--- src/rtl/pipe_ctrl_unit.sv ---
`default_nettype none
// ============================================================================
// Module   : pipe_ctrl_unit
// Purpose  : RV32 ID-stage decode, ID/EX control register, stall/flush control
//            and MUL/DIV freeze sequencer (enabled by macro M_EXT_EN).
// Revision : 1.0  initial release
// ============================================================================
module pipe_ctrl_unit #(
  parameter int OPCODE_WIDTH   = 7,
  parameter int REG_ADDR_WIDTH = 5,
  parameter int MUL_LATENCY    = 3,
  parameter int DIV_LATENCY    = 32,
  parameter int CNT_WIDTH      = 6
) (
  input  logic                      clk,
  input  logic                      rst,
  input  logic [OPCODE_WIDTH-1:0]   id_opcode,
  input  logic [2:0]                id_funct3,
  input  logic [6:0]                id_funct7,
  input  logic [REG_ADDR_WIDTH-1:0] id_rs1,
  input  logic [REG_ADDR_WIDTH-1:0] id_rs2,
  input  logic [REG_ADDR_WIDTH-1:0] id_rd,
  input  logic                      branch_taken,
  output logic [2:0]                id_imm_type,
  output logic [1:0]                ex_alu_op,
  output logic [1:0]                ex_wb_sel,
  output logic                      ex_reg_w,
  output logic                      ex_alu_src1,
  output logic                      ex_alu_src2,
  output logic                      ex_mem_w,
  output logic                      ex_mem_r,
  output logic                      ex_branch,
  output logic                      ex_jump,
  output logic                      ex_csr_en,
  output logic                      ex_md_op,
  output logic [2:0]                ex_funct3,
  output logic [REG_ADDR_WIDTH-1:0] ex_rd,
  output logic                      pc_stall,
  output logic                      if_id_stall,
  output logic                      if_id_flush,
  output logic                      md_start,
  output logic                      md_busy,
  output logic                      md_done,
  output logic                      illegal_instr
);

  localparam logic [OPCODE_WIDTH-1:0] OP_R     = OPCODE_WIDTH'(7'b0110011);
  localparam logic [OPCODE_WIDTH-1:0] OP_IALU  = OPCODE_WIDTH'(7'b0010011);
  localparam logic [OPCODE_WIDTH-1:0] OP_LOAD  = OPCODE_WIDTH'(7'b0000011);
  localparam logic [OPCODE_WIDTH-1:0] OP_JALR  = OPCODE_WIDTH'(7'b1100111);
  localparam logic [OPCODE_WIDTH-1:0] OP_CSR   = OPCODE_WIDTH'(7'b1110011);
  localparam logic [OPCODE_WIDTH-1:0] OP_STORE = OPCODE_WIDTH'(7'b0100011);
  localparam logic [OPCODE_WIDTH-1:0] OP_BR    = OPCODE_WIDTH'(7'b1100011);
  localparam logic [OPCODE_WIDTH-1:0] OP_LUI   = OPCODE_WIDTH'(7'b0110111);
  localparam logic [OPCODE_WIDTH-1:0] OP_AUIPC = OPCODE_WIDTH'(7'b0010111);
  localparam logic [OPCODE_WIDTH-1:0] OP_JAL   = OPCODE_WIDTH'(7'b1101111);

  localparam logic [2:0] IMM_NONE = 3'd0;
  localparam logic [2:0] IMM_I    = 3'd1;
  localparam logic [2:0] IMM_S    = 3'd2;
  localparam logic [2:0] IMM_B    = 3'd3;
  localparam logic [2:0] IMM_U    = 3'd4;
  localparam logic [2:0] IMM_J    = 3'd5;

  localparam logic [1:0] ALU_ADD = 2'd0;
  localparam logic [1:0] ALU_BR  = 2'd1;
  localparam logic [1:0] ALU_R   = 2'd2;
  localparam logic [1:0] ALU_I   = 2'd3;

  localparam logic [1:0] WB_ALU = 2'd0;
  localparam logic [1:0] WB_PC4 = 2'd1;
  localparam logic [1:0] WB_MEM = 2'd2;
  localparam logic [1:0] WB_IMM = 2'd3;

  if (MUL_LATENCY < 1 || DIV_LATENCY < 1 ||
      (1 << CNT_WIDTH) < MUL_LATENCY || (1 << CNT_WIDTH) < DIV_LATENCY) begin : g_param_check
    $error("pipe_ctrl_unit: latency parameters out of range");
  end

  typedef struct packed {
    logic [1:0]                alu_op;
    logic [1:0]                wb_sel;
    logic                      reg_w;
    logic                      src1;
    logic                      src2;
    logic                      mem_w;
    logic                      mem_r;
    logic                      branch;
    logic                      jump;
    logic                      csr_en;
    logic                      md_op;
    logic [2:0]                funct3;
    logic [REG_ADDR_WIDTH-1:0] rd;
  } bundle_t;

  bundle_t dec, ex_d, ex_q;
  logic    dec_ill, rs1_used, rs2_used;
  logic    load_use, flush, md_stall;

  always_comb begin
    dec         = '0;
    id_imm_type = IMM_NONE;
    dec_ill     = 1'b0;
    rs1_used    = 1'b0;
    rs2_used    = 1'b0;
    case (id_opcode)
      OP_R: begin
        rs1_used = 1'b1;
        rs2_used = 1'b1;
        if (id_funct7 == 7'b0000000 ||
            (id_funct7 == 7'b0100000 && (id_funct3 == 3'b000 || id_funct3 == 3'b101))) begin
          dec.alu_op = ALU_R;
          dec.reg_w  = 1'b1;
        end
`ifdef M_EXT_EN
        else if (id_funct7 == 7'b0000001) begin
          dec.alu_op = ALU_R;
          dec.reg_w  = 1'b1;
          dec.md_op  = 1'b1;
        end
`endif
        else begin
          dec_ill = 1'b1;
        end
      end
      OP_IALU: begin
        rs1_used    = 1'b1;
        id_imm_type = IMM_I;
        // Shift-immediates carry their sub-opcode in the funct7 slot.
        if ((id_funct3 == 3'b001 && id_funct7 != 7'b0000000) ||
            (id_funct3 == 3'b101 && id_funct7 != 7'b0000000 && id_funct7 != 7'b0100000)) begin
          dec_ill = 1'b1;
        end else begin
          dec.alu_op = ALU_I;
          dec.reg_w  = 1'b1;
          dec.src2   = 1'b1;
        end
      end
      OP_LOAD: begin
        rs1_used    = 1'b1;
        id_imm_type = IMM_I;
        dec.wb_sel  = WB_MEM;
        dec.reg_w   = 1'b1;
        dec.src2    = 1'b1;
        dec.mem_r   = 1'b1;
      end
      OP_JALR: begin
        rs1_used    = 1'b1;
        id_imm_type = IMM_I;
        dec.wb_sel  = WB_PC4;
        dec.reg_w   = 1'b1;
        dec.src2    = 1'b1;
        dec.jump    = 1'b1;
      end
      OP_CSR: begin
        rs1_used    = 1'b1;
        id_imm_type = IMM_I;
        dec.reg_w   = 1'b1;
        dec.csr_en  = 1'b1;
      end
      OP_STORE: begin
        rs1_used    = 1'b1;
        rs2_used    = 1'b1;
        id_imm_type = IMM_S;
        dec.src2    = 1'b1;
        dec.mem_w   = 1'b1;
      end
      OP_BR: begin
        rs1_used    = 1'b1;
        rs2_used    = 1'b1;
        id_imm_type = IMM_B;
        dec.alu_op  = ALU_BR;
        dec.branch  = 1'b1;
      end
      OP_LUI: begin
        id_imm_type = IMM_U;
        dec.wb_sel  = WB_IMM;
        dec.reg_w   = 1'b1;
      end
      OP_AUIPC: begin
        id_imm_type = IMM_U;
        dec.reg_w   = 1'b1;
        dec.src1    = 1'b1;
        dec.src2    = 1'b1;
      end
      OP_JAL: begin
        id_imm_type = IMM_J;
        dec.wb_sel  = WB_PC4;
        dec.reg_w   = 1'b1;
        dec.src1    = 1'b1;
        dec.src2    = 1'b1;
        dec.jump    = 1'b1;
      end
      default: dec_ill = 1'b1;
    endcase
    if (!dec_ill) begin
      dec.funct3 = id_funct3;
      dec.rd     = id_rd;
    end
  end

  assign illegal_instr = dec_ill;

  assign load_use = ex_q.mem_r && (ex_q.rd != '0) &&
                    ((rs1_used && ex_q.rd == id_rs1) || (rs2_used && ex_q.rd == id_rs2));
  assign flush       = branch_taken | ex_q.jump;
  assign pc_stall    = md_stall | (~flush & load_use);
  assign if_id_stall = pc_stall;
  assign if_id_flush = ~md_stall & flush;

  always_comb begin
    ex_d = dec;
    if (md_stall) begin
      ex_d = ex_q;
    end else if (flush || load_use) begin
      ex_d = '0;
    end
  end

  always_ff @(posedge clk or posedge rst) begin
    if (rst) begin
      ex_q <= '0;
    end else begin
      ex_q <= ex_d;
    end
  end

`ifdef M_EXT_EN
  localparam logic [CNT_WIDTH-1:0] C_MUL_LAST = CNT_WIDTH'(MUL_LATENCY - 1);
  localparam logic [CNT_WIDTH-1:0] C_DIV_LAST = CNT_WIDTH'(DIV_LATENCY - 1);

  typedef enum logic [1:0] {
    ST_IDLE = 2'd0,
    ST_BUSY = 2'd1,
    ST_DONE = 2'd2
  } md_state_t;

  md_state_t            state_q, state_d;
  logic [CNT_WIDTH-1:0] cnt_q, cnt_d;
  logic                 div_q, div_d;

  always_ff @(posedge clk or posedge rst) begin
    if (rst) begin
      state_q <= ST_IDLE;
      cnt_q   <= '0;
      div_q   <= 1'b0;
    end else begin
      state_q <= state_d;
      cnt_q   <= cnt_d;
      div_q   <= div_d;
    end
  end

  // DONE always returns to IDLE so an md op still sitting in EX cannot retrigger.
  always_comb begin
    state_d  = state_q;
    cnt_d    = cnt_q;
    div_d    = div_q;
    md_start = 1'b0;
    md_busy  = 1'b0;
    md_done  = 1'b0;
    case (state_q)
      ST_IDLE: begin
        if (ex_q.md_op) begin
          md_start = 1'b1;
          div_d    = ex_q.funct3[2];
          cnt_d    = '0;
          state_d  = ST_BUSY;
        end
      end
      ST_BUSY: begin
        md_busy = 1'b1;
        cnt_d   = cnt_q + CNT_WIDTH'(1);
        if (cnt_q == (div_q ? C_DIV_LAST : C_MUL_LAST)) begin
          state_d = ST_DONE;
        end
      end
      ST_DONE: begin
        md_done = 1'b1;
        state_d = ST_IDLE;
      end
      default: state_d = ST_IDLE;
    endcase
  end

  assign md_stall = (state_q == ST_IDLE && ex_q.md_op) || state_q == ST_BUSY;
`else
  assign md_start = 1'b0;
  assign md_busy  = 1'b0;
  assign md_done  = 1'b0;
  assign md_stall = 1'b0;
`endif

  assign ex_alu_op   = ex_q.alu_op;
  assign ex_wb_sel   = ex_q.wb_sel;
  assign ex_reg_w    = ex_q.reg_w;
  assign ex_alu_src1 = ex_q.src1;
  assign ex_alu_src2 = ex_q.src2;
  assign ex_mem_w    = ex_q.mem_w;
  assign ex_mem_r    = ex_q.mem_r;
  assign ex_branch   = ex_q.branch;
  assign ex_jump     = ex_q.jump;
  assign ex_csr_en   = ex_q.csr_en;
  assign ex_md_op    = ex_q.md_op;
  assign ex_funct3   = ex_q.funct3;
  assign ex_rd       = ex_q.rd;

endmodule
`default_nettype wire

--- config.mk ---
export PLATFORM = sky130hd
export DESIGN_NAME = pipe_ctrl_unit
export DESIGN_NICKNAME = d
export VERILOG_FILES = /design/src/rtl/pipe_ctrl_unit.sv
export SDC_FILE = /design/constraint.sdc
export NUM_CORES = 1
export LEC_CHECK = 0
export ABC_AREA = 0
export BUFFER_PORTS_ARGS = -buffer_cell sky130_fd_sc_hd__buf_2
export CAP_MARGIN = 10
export CORE_MARGIN = 2
export CORE_UTILIZATION = 40
export DETAILED_ROUTE_END_ITERATION = 8
export HOLD_SLACK_MARGIN = 0.1
export PLACE_DENSITY = 0.72
export SYNTH_ARGS = -nofsm -noshare
export SYNTH_HDL_FRONTEND = slang
export SYNTH_SLANG_ARGS = --single-unit
--- constraint.sdc ---
create_clock -name clk -period 2.35 [get_ports clk]
set_input_delay 0.235 -clock clk [delete_from_list [all_inputs] [get_ports clk]]
set_output_delay 0.235 -clock clk [all_outputs]
set_load 0.02 [all_outputs]
==> impl_metrics.toml, run 1 <==
[outcome]
outcome = "complete, no violations"

[min_path]
holdCritPathClass = "input port to flip-flop"
worst_hold_startpoint = "id_rd[1]"
timing.hold.worst_endpoint = "ex_rd[1]"
worstHoldPathCells = 3

[setup_path]
critPathMaxStageDelay_ps = 440
timing.critical_path.fanout_max = 4
crit_chain = "xor2_1 > nor4_1 > nand3_1 > a211oi_2 > and2_1 > buf_2"
cp_arrival_ps = 1970
worst_reg2reg_startpoint = "ex_rd[0]"
reg2reg_depth = 6
setup_crit_start_kind = "flip-flop"
reg2reg_setup_slack_ps = 540
worst_setup_path_end_kind = "output port"
cpMaxStageDelayCell = "dfrtp_1"
worstSetupStartpoint = "ex_rd[0]"
timing_worst_setup_path_type = "flip-flop to output port"
worstReg2RegEnd = "ex_wb_sel[0]"
worstPathRequired_ps = 2120

[yosys]
netlist_instances = 146
synth-compound-area-share = 0.144
synth.lib_cells_used.distinct = 36
ys_dominant_reg_cell = "dfrtp_1"
post_synth_and_or_nand_nor_area_fraction = 0.299
synth_top_family_by_area = "simple AND/OR/NAND/NOR gates"
post_synth.cell_area_avg_um2 = 8.58
synthAdderAreaFrac = 0
post_synth_xor_xnor_area = 0.0769
yosys_warnings = 0
synth-edff-count = 0
post_synth_mux_area_share = 0
synth-seq-area-share = 0.400
synth_area_um2 = 1250
yosys_register_bits = 20
postSynth.asyncResetShare = 1.00

[clocking]
clock_tree.root_cell = "clkbuf_4"
clock_tree_from_tritoncts = "done"
post-cts-setup-buffers = 0
htree_levels = 1
clk_pin_slew_worst_paths_ps = 120
cts_inserted_buffers = 3
clk-insertion-delay-late_ps = 310
cts.path.max_buffers = 2
clock-sinks = 20

[flow_run]
drv.max_cap_violation_count = 0

[drt]
route.detailed.wl_per_inst_um = 13.3
detailroute.wirelength.met3_um = 185
route.detailed.drc = 0
m1WireLength_mm = 1.36
routed-wl-met2_mm = 1.55
detailroute.via_count = 1216
routed_wl_mm = 3.14
firstDrtPassIters = 4
drtIter0Drc = 29
route.top_layer_used = "met4"
vias_per_cell = 5.15
detail-route-antenna-nets = 0

[finish]
design.final.nets = 239
area_growth_syn_to_layout_pct = 27.5
num_antenna_cells = 0
final_layout_size_suffix_gt1_frac = 0.365
final_cell_mix = "61 x buf_2, 20 x dfrtp_1, 19 x nand2_1"
layout.cells.most_common = "buf_2"

[timing]
rsz0062_at_grt = "no"
finalSetupTns_ps = 0
share_of_the_clock_period_used_by_the_worst_path_after_layout = 0.940
clock-skew-final_ps = 12.0
min_tclk_post_route_ps = 2210
timing.slew.headroom = 0.514
highest_clock_rate_mhz = 453
hold_viol = 0
worst_slew_pin_slew_ps = 729
slew_violations = 0
final-setup-viol-count = 0

[pwr]
static-leakage-power_nw = 0.838
design_power_total_uw = 693
switching_power_uw = 197
clkPwrFrac = 0.292
power.sequential.fraction = 0.504
power_report.internal_total_uw = 496
switching_share = 0.285
power_per_cell_area_nw_per_um2 = 434
p_comb_frac = 0.204
vdd.ir_drop.worst_uv = 155

[global_routing]
grt_pass1_wl_mm = 5.11
grt_start_max_net_pins = 21
first_global_vias = 1164
antenna_found_initial = 0
sum_of_overflow_across_all_layers_after_global_routing = 0
track_usage = 0.187

[floorplan]
design.die.area_um2 = 3590
placeable_core_region_um2 = 3000
die_w_um = 60.0
number_of_cell_rows = 20
start_util = 0.417
io_pins = 66
die_h_um = 60.0

[placement]
gp_congestion = 0.925
hpwl_after_dpl_mm = 2.37
placement.io_buffers = 61
-- state kept, by name, summed over array words and instances, names as in the netlist, 2 cells and up --
signal	cells
ex_alu_op	2
ex_funct3	3
ex_rd	5
ex_wb_sel	2
-- area by class of cell --
cell class / instances / area [µm²]
Fill cell: 273 / 1410
Tap cell: 33 / 41.3
Clock buffer: 4 / 36.3
Sequential cell: 20 / 500
Multi-Input combinational cell: 110 / 666
Timing Repair Buffer: 65 / 338
Inverter: 4 / 15.0
-- what timing repair did --
action,CTS,global route
gates resized for setup,0,0
hold endpoints to repair,20,0
hold buffers,1,0
-- how the worst max path moves through the flow --
stage	endpoint	slack, ps	cells past startpoint
after floorplan	pc_stall	200	7
after global placement	pc_stall	520	7
after detailed placement	if_id_stall	480	6
after CTS	pc_stall	120	6
after global routing	if_id_stall	20	6
final	pc_stall	140	6
-- critical path: cells and delay by family (launching register included) --
kind	cells	cell delay (ps)
DFF	1	440
buffers and inverters	1	170
xor gates and xnor gates	1	180
AOI/OAI and AO/OA	1	250
and+or+nand+nor	3	640
-- power by group through the flow --
stage / Clock [mW] / Sequential, mW / Combinational (mW)
2_1_floorplan: 0 / 0.360 / 0.0872
3_3_place_gp: 0 / 0.356 / 0.139
3_5_place_dp: 0 / 0.356 / 0.139
4_1_cts: 0.203 / 0.349 / 0.141
5_1_grt: 0.218 / 0.349 / 0.158
6_report: 0.202 / 0.349 / 0.142
-- cells by family after synthesis --
logic type | after synthesis
compound gates | 23
xor+xnor | 11
buf+inv | 19
other cells | 1
simple gates | 72
flops | 20
-- stage by stage --
stage          std cells  utilization  area [µm²]  worst slack [ps]  hold slack (ps)
3_3_place_gp         231        0.516        1550               515              385
5_1_grt              236        0.532        1600              19.6              139
6_report             236        0.532        1600               141              130
2_1_floorplan        149            -        1260               200              199
4_1_cts              236        0.532        1600               125              130
3_5_place_dp         231        0.516        1550               477              393
-- Yosys cell counts, types with 2 or more instances --
| master | number | area share |
|---|---|---|
| dfrtp_1 | 20 | 0.40 |
| nand2_1 | 19 | 0.057 |
| nor3_1 | 15 | 0.060 |
| nor2_1 | 10 | 0.030 |
| nor4_1 | 9 | 0.045 |
| xor2_1 | 9 | 0.063 |
| a21oi_1 | 6 | 0.024 |
| buf_4 | 6 | 0.036 |
| clkbuf_1 | 6 | 0.018 |
| inv_1 | 4 | 0.012 |
| nand3_1 | 4 | 0.016 |
| buf_2 | 3 | 0.012 |
| nand2b_1 | 3 | 0.015 |
| o21ai_0 | 3 | 0.012 |
| a31oi_1 | 2 | 0.010 |
| and2_1 | 2 | 0.010 |
| and3b_1 | 2 | 0.014 |
| nor2b_1 | 2 | 0.010 |
| o211ai_1 | 2 | 0.012 |
| or4_1 | 2 | 0.012 |
| xnor2_1 | 2 | 0.014 |
-- per-layer routing --
layer / track usage / vias up
met1: 0.230 / 540
met4: 0.0730 / 0
met5: 0 / -
met3: 0.0281 / 4
met2: 0.326 / 49
li1: - / 623
(Power assumes the default switching activity.)
==> run 2: changes to the inputs <==
--- a/config.mk
+++ b/config.mk
@@ -9,10 +9,10 @@
 export BUFFER_PORTS_ARGS = -buffer_cell sky130_fd_sc_hd__buf_2
 export CAP_MARGIN = 10
 export CORE_MARGIN = 2
-export CORE_UTILIZATION = 40
+export CORE_UTILIZATION = 32
 export DETAILED_ROUTE_END_ITERATION = 8
 export HOLD_SLACK_MARGIN = 0.1
-export PLACE_DENSITY = 0.72
+export PLACE_DENSITY = 0.6
 export SYNTH_ARGS = -nofsm -noshare
 export SYNTH_HDL_FRONTEND = slang
 export SYNTH_SLANG_ARGS = --single-unit
==> run 2 against run 1 <==
Global-route usage shrank 3.7 points. Die area grew 23%. Design area grew 2.2%. Total power grew 7.6%. Via count grew 1.8%. Utilization shrank 9.3 points. Non-clock buffer count is the same. Sequential power is essentially flat. Largest cell class unchanged. Highest routed layer unchanged.
==> impl_metrics.toml, run 2 (synthesized netlist as in run 1, its figures left out) <==
[finish]
layout.cells.most_common = "buf_2"
final_cell_mix = "61 x buf_2, 20 x dfrtp_1, 19 x nand2_1"
area_growth_syn_to_layout_pct = 30.3
design.final.nets = 239
number_of_flip_flops_in_the_largest_register = 5
final_layout_size_suffix_gt1_frac = 0.369
num_antenna_cells = 0

[setup_path]
timing_worst_setup_path_type = "flip-flop to output port"
worstSetupStartpoint = "ex_rd[3]"
timing.critical_path.fanout_max = 4
setup_crit_start_kind = "flip-flop"
reg2reg_depth = 5
worstPathRequired_ps = 2120
worst_reg2reg_startpoint = "ex_rd[1]"
worst_setup_path_end_kind = "output port"
cp_arrival_ps = 1870

[pwr]
power_per_cell_area_nw_per_um2 = 457
power.sequential.fraction = 0.468
clkPwrFrac = 0.343
power_report.internal_total_uw = 550
p_comb_frac = 0.188
switching_power_uw = 196
switching_share = 0.263
static-leakage-power_nw = 0.846
vdd.ir_drop.worst_uv = 217

[clocking]
cts.path.max_buffers = 2
clock-sinks = 20
clock_tree.root_cell = "clkbuf_8"
clk_pin_slew_worst_paths_ps = 70
count_of_hold_buffers_inserted_by_post_cts_repair = 0
post-cts-setup-buffers = 0
clk-insertion-delay-late_ps = 250
cts_inserted_buffers = 3
htree_levels = 1
clock_tree_from_tritoncts = "done"
cts.repair.resized = 0

[timing]
final-setup-viol-count = 0
timing.slew.headroom = 0.513
worst_slew_pin_slew_ps = 730
highest_clock_rate_mhz = 476
share_of_the_clock_period_used_by_the_worst_path_after_layout = 0.894
hold_viol = 0
fin_ws_ps = 249
rsz0062_at_grt = "no"
slew_violations = 0
finalSetupTns_ps = 0
clock-skew-final_ps = 3.95
min_tclk_post_route_ps = 2100

[global_routing]
track_usage = 0.151
first_global_vias = 1075
grt_pass1_wl_mm = 5.04
grt_start_max_net_pins = 21
antenna_found_initial = 0
sum_of_overflow_across_all_layers_after_global_routing = 0

[placement]
placement.io_buffers = 61
hpwl_after_dpl_mm = 2.39
detailedPlace.worstSlack_ps = 508
gp_congestion = 0.892

[floorplan]
io_pins = 66
placeable_core_region_um2 = 3720
start_util = 0.337
die_h_um = 66.6
number_of_cell_rows = 22
design.die.area_um2 = 4430
die_w_um = 66.6

[drt]
route.detailed.wl_per_inst_um = 12.8
firstDrtPassIters = 4
drtIter0Drc = 35
detailroute.via_count = 1238
detail-route-antenna-nets = 0
route.detailed.drc = 0
routed_wl_mm = 3.20
vias_per_cell = 4.93

[outcome]
outcome = "complete, no violations"

[flow_run]
drv.max_cap_violation_count = 0

[min_path]
holdCritPathClass = "input port to asynchronous set/reset pin"
## run 2: cell types whose count changed in the layout (fill, tap and decap cells not counted)
cell,delta
clkbuf_4,-3
clkbuf_8,+3
buf_4,+1
dlygate4sd3_1,-1
## run 2: final timing paths
| path | endpoint | slack [ps] |
|---|---|---|
| hold / removal | ex_alu_op[1] | 90 |
| min in group clk | ex_rd[1] | 190 |
| max in group asynchronous | ex_funct3[0] | 1800 |
| hold reg to reg | ex_rd[4] | 690 |
| setup / recovery | if_id_stall | 250 |
| setup reg to reg | ex_wb_sel[0] | 540 |
## run 2: layout make-up
| type | count | area [µm²] |
|---|---|---|
| fillers | 400 | 2080 |
| inverters | 4 | 15.0 |
| flip-flops and latches | 20 | 500 |
| clock buffers | 4 | 55.1 |
| multi-input cells | 110 | 666 |
| repair buffers | 65 | 335 |
| well taps | 48 | 60.1 |
## run 2: per-stage QoR
stage | util | std cells | hold slack [ps] | area (µm²) | total power [mW]
floorplan | - | 149 | 199 | 1260 | 0.447
global placement | 0.424 | 247 | 401 | 1580 | 0.497
detailed placement | 0.424 | 247 | 401 | 1580 | 0.496
CTS | 0.439 | 251 | 122 | 1630 | 0.752
global route | 0.439 | 251 | 156 | 1630 | 0.789
finish | 0.439 | 251 | 91.9 | 1630 | 0.746
## run 2: power by group through the flow
stage | sequential (mW) | clock [mW] | combinational [mW]
floorplan | 0.360 | 0 | 0.0872
detailed placement | 0.356 | 0 | 0.140
CTS | 0.349 | 0.261 | 0.141
global route | 0.349 | 0.282 | 0.157
global placement | 0.356 | 0 | 0.141
finish | 0.349 | 0.256 | 0.141
## run 2: routing by layer
layer  share of wire  GRT usage  vias up
met4           0.013     0.0561        0
li1                -          -      621
met1            0.45      0.206      562
met3           0.087     0.0287        4
met2            0.45      0.235       51
met5               0          0        -
## run 2: critical path, cell delays in order, from the launching register on
cell	delay, ps
dfrtp_1	430
xor2_1	180
nor4_1	290
nand3_1	120
a211oi_2	270
and2_1	170
buf_2	160
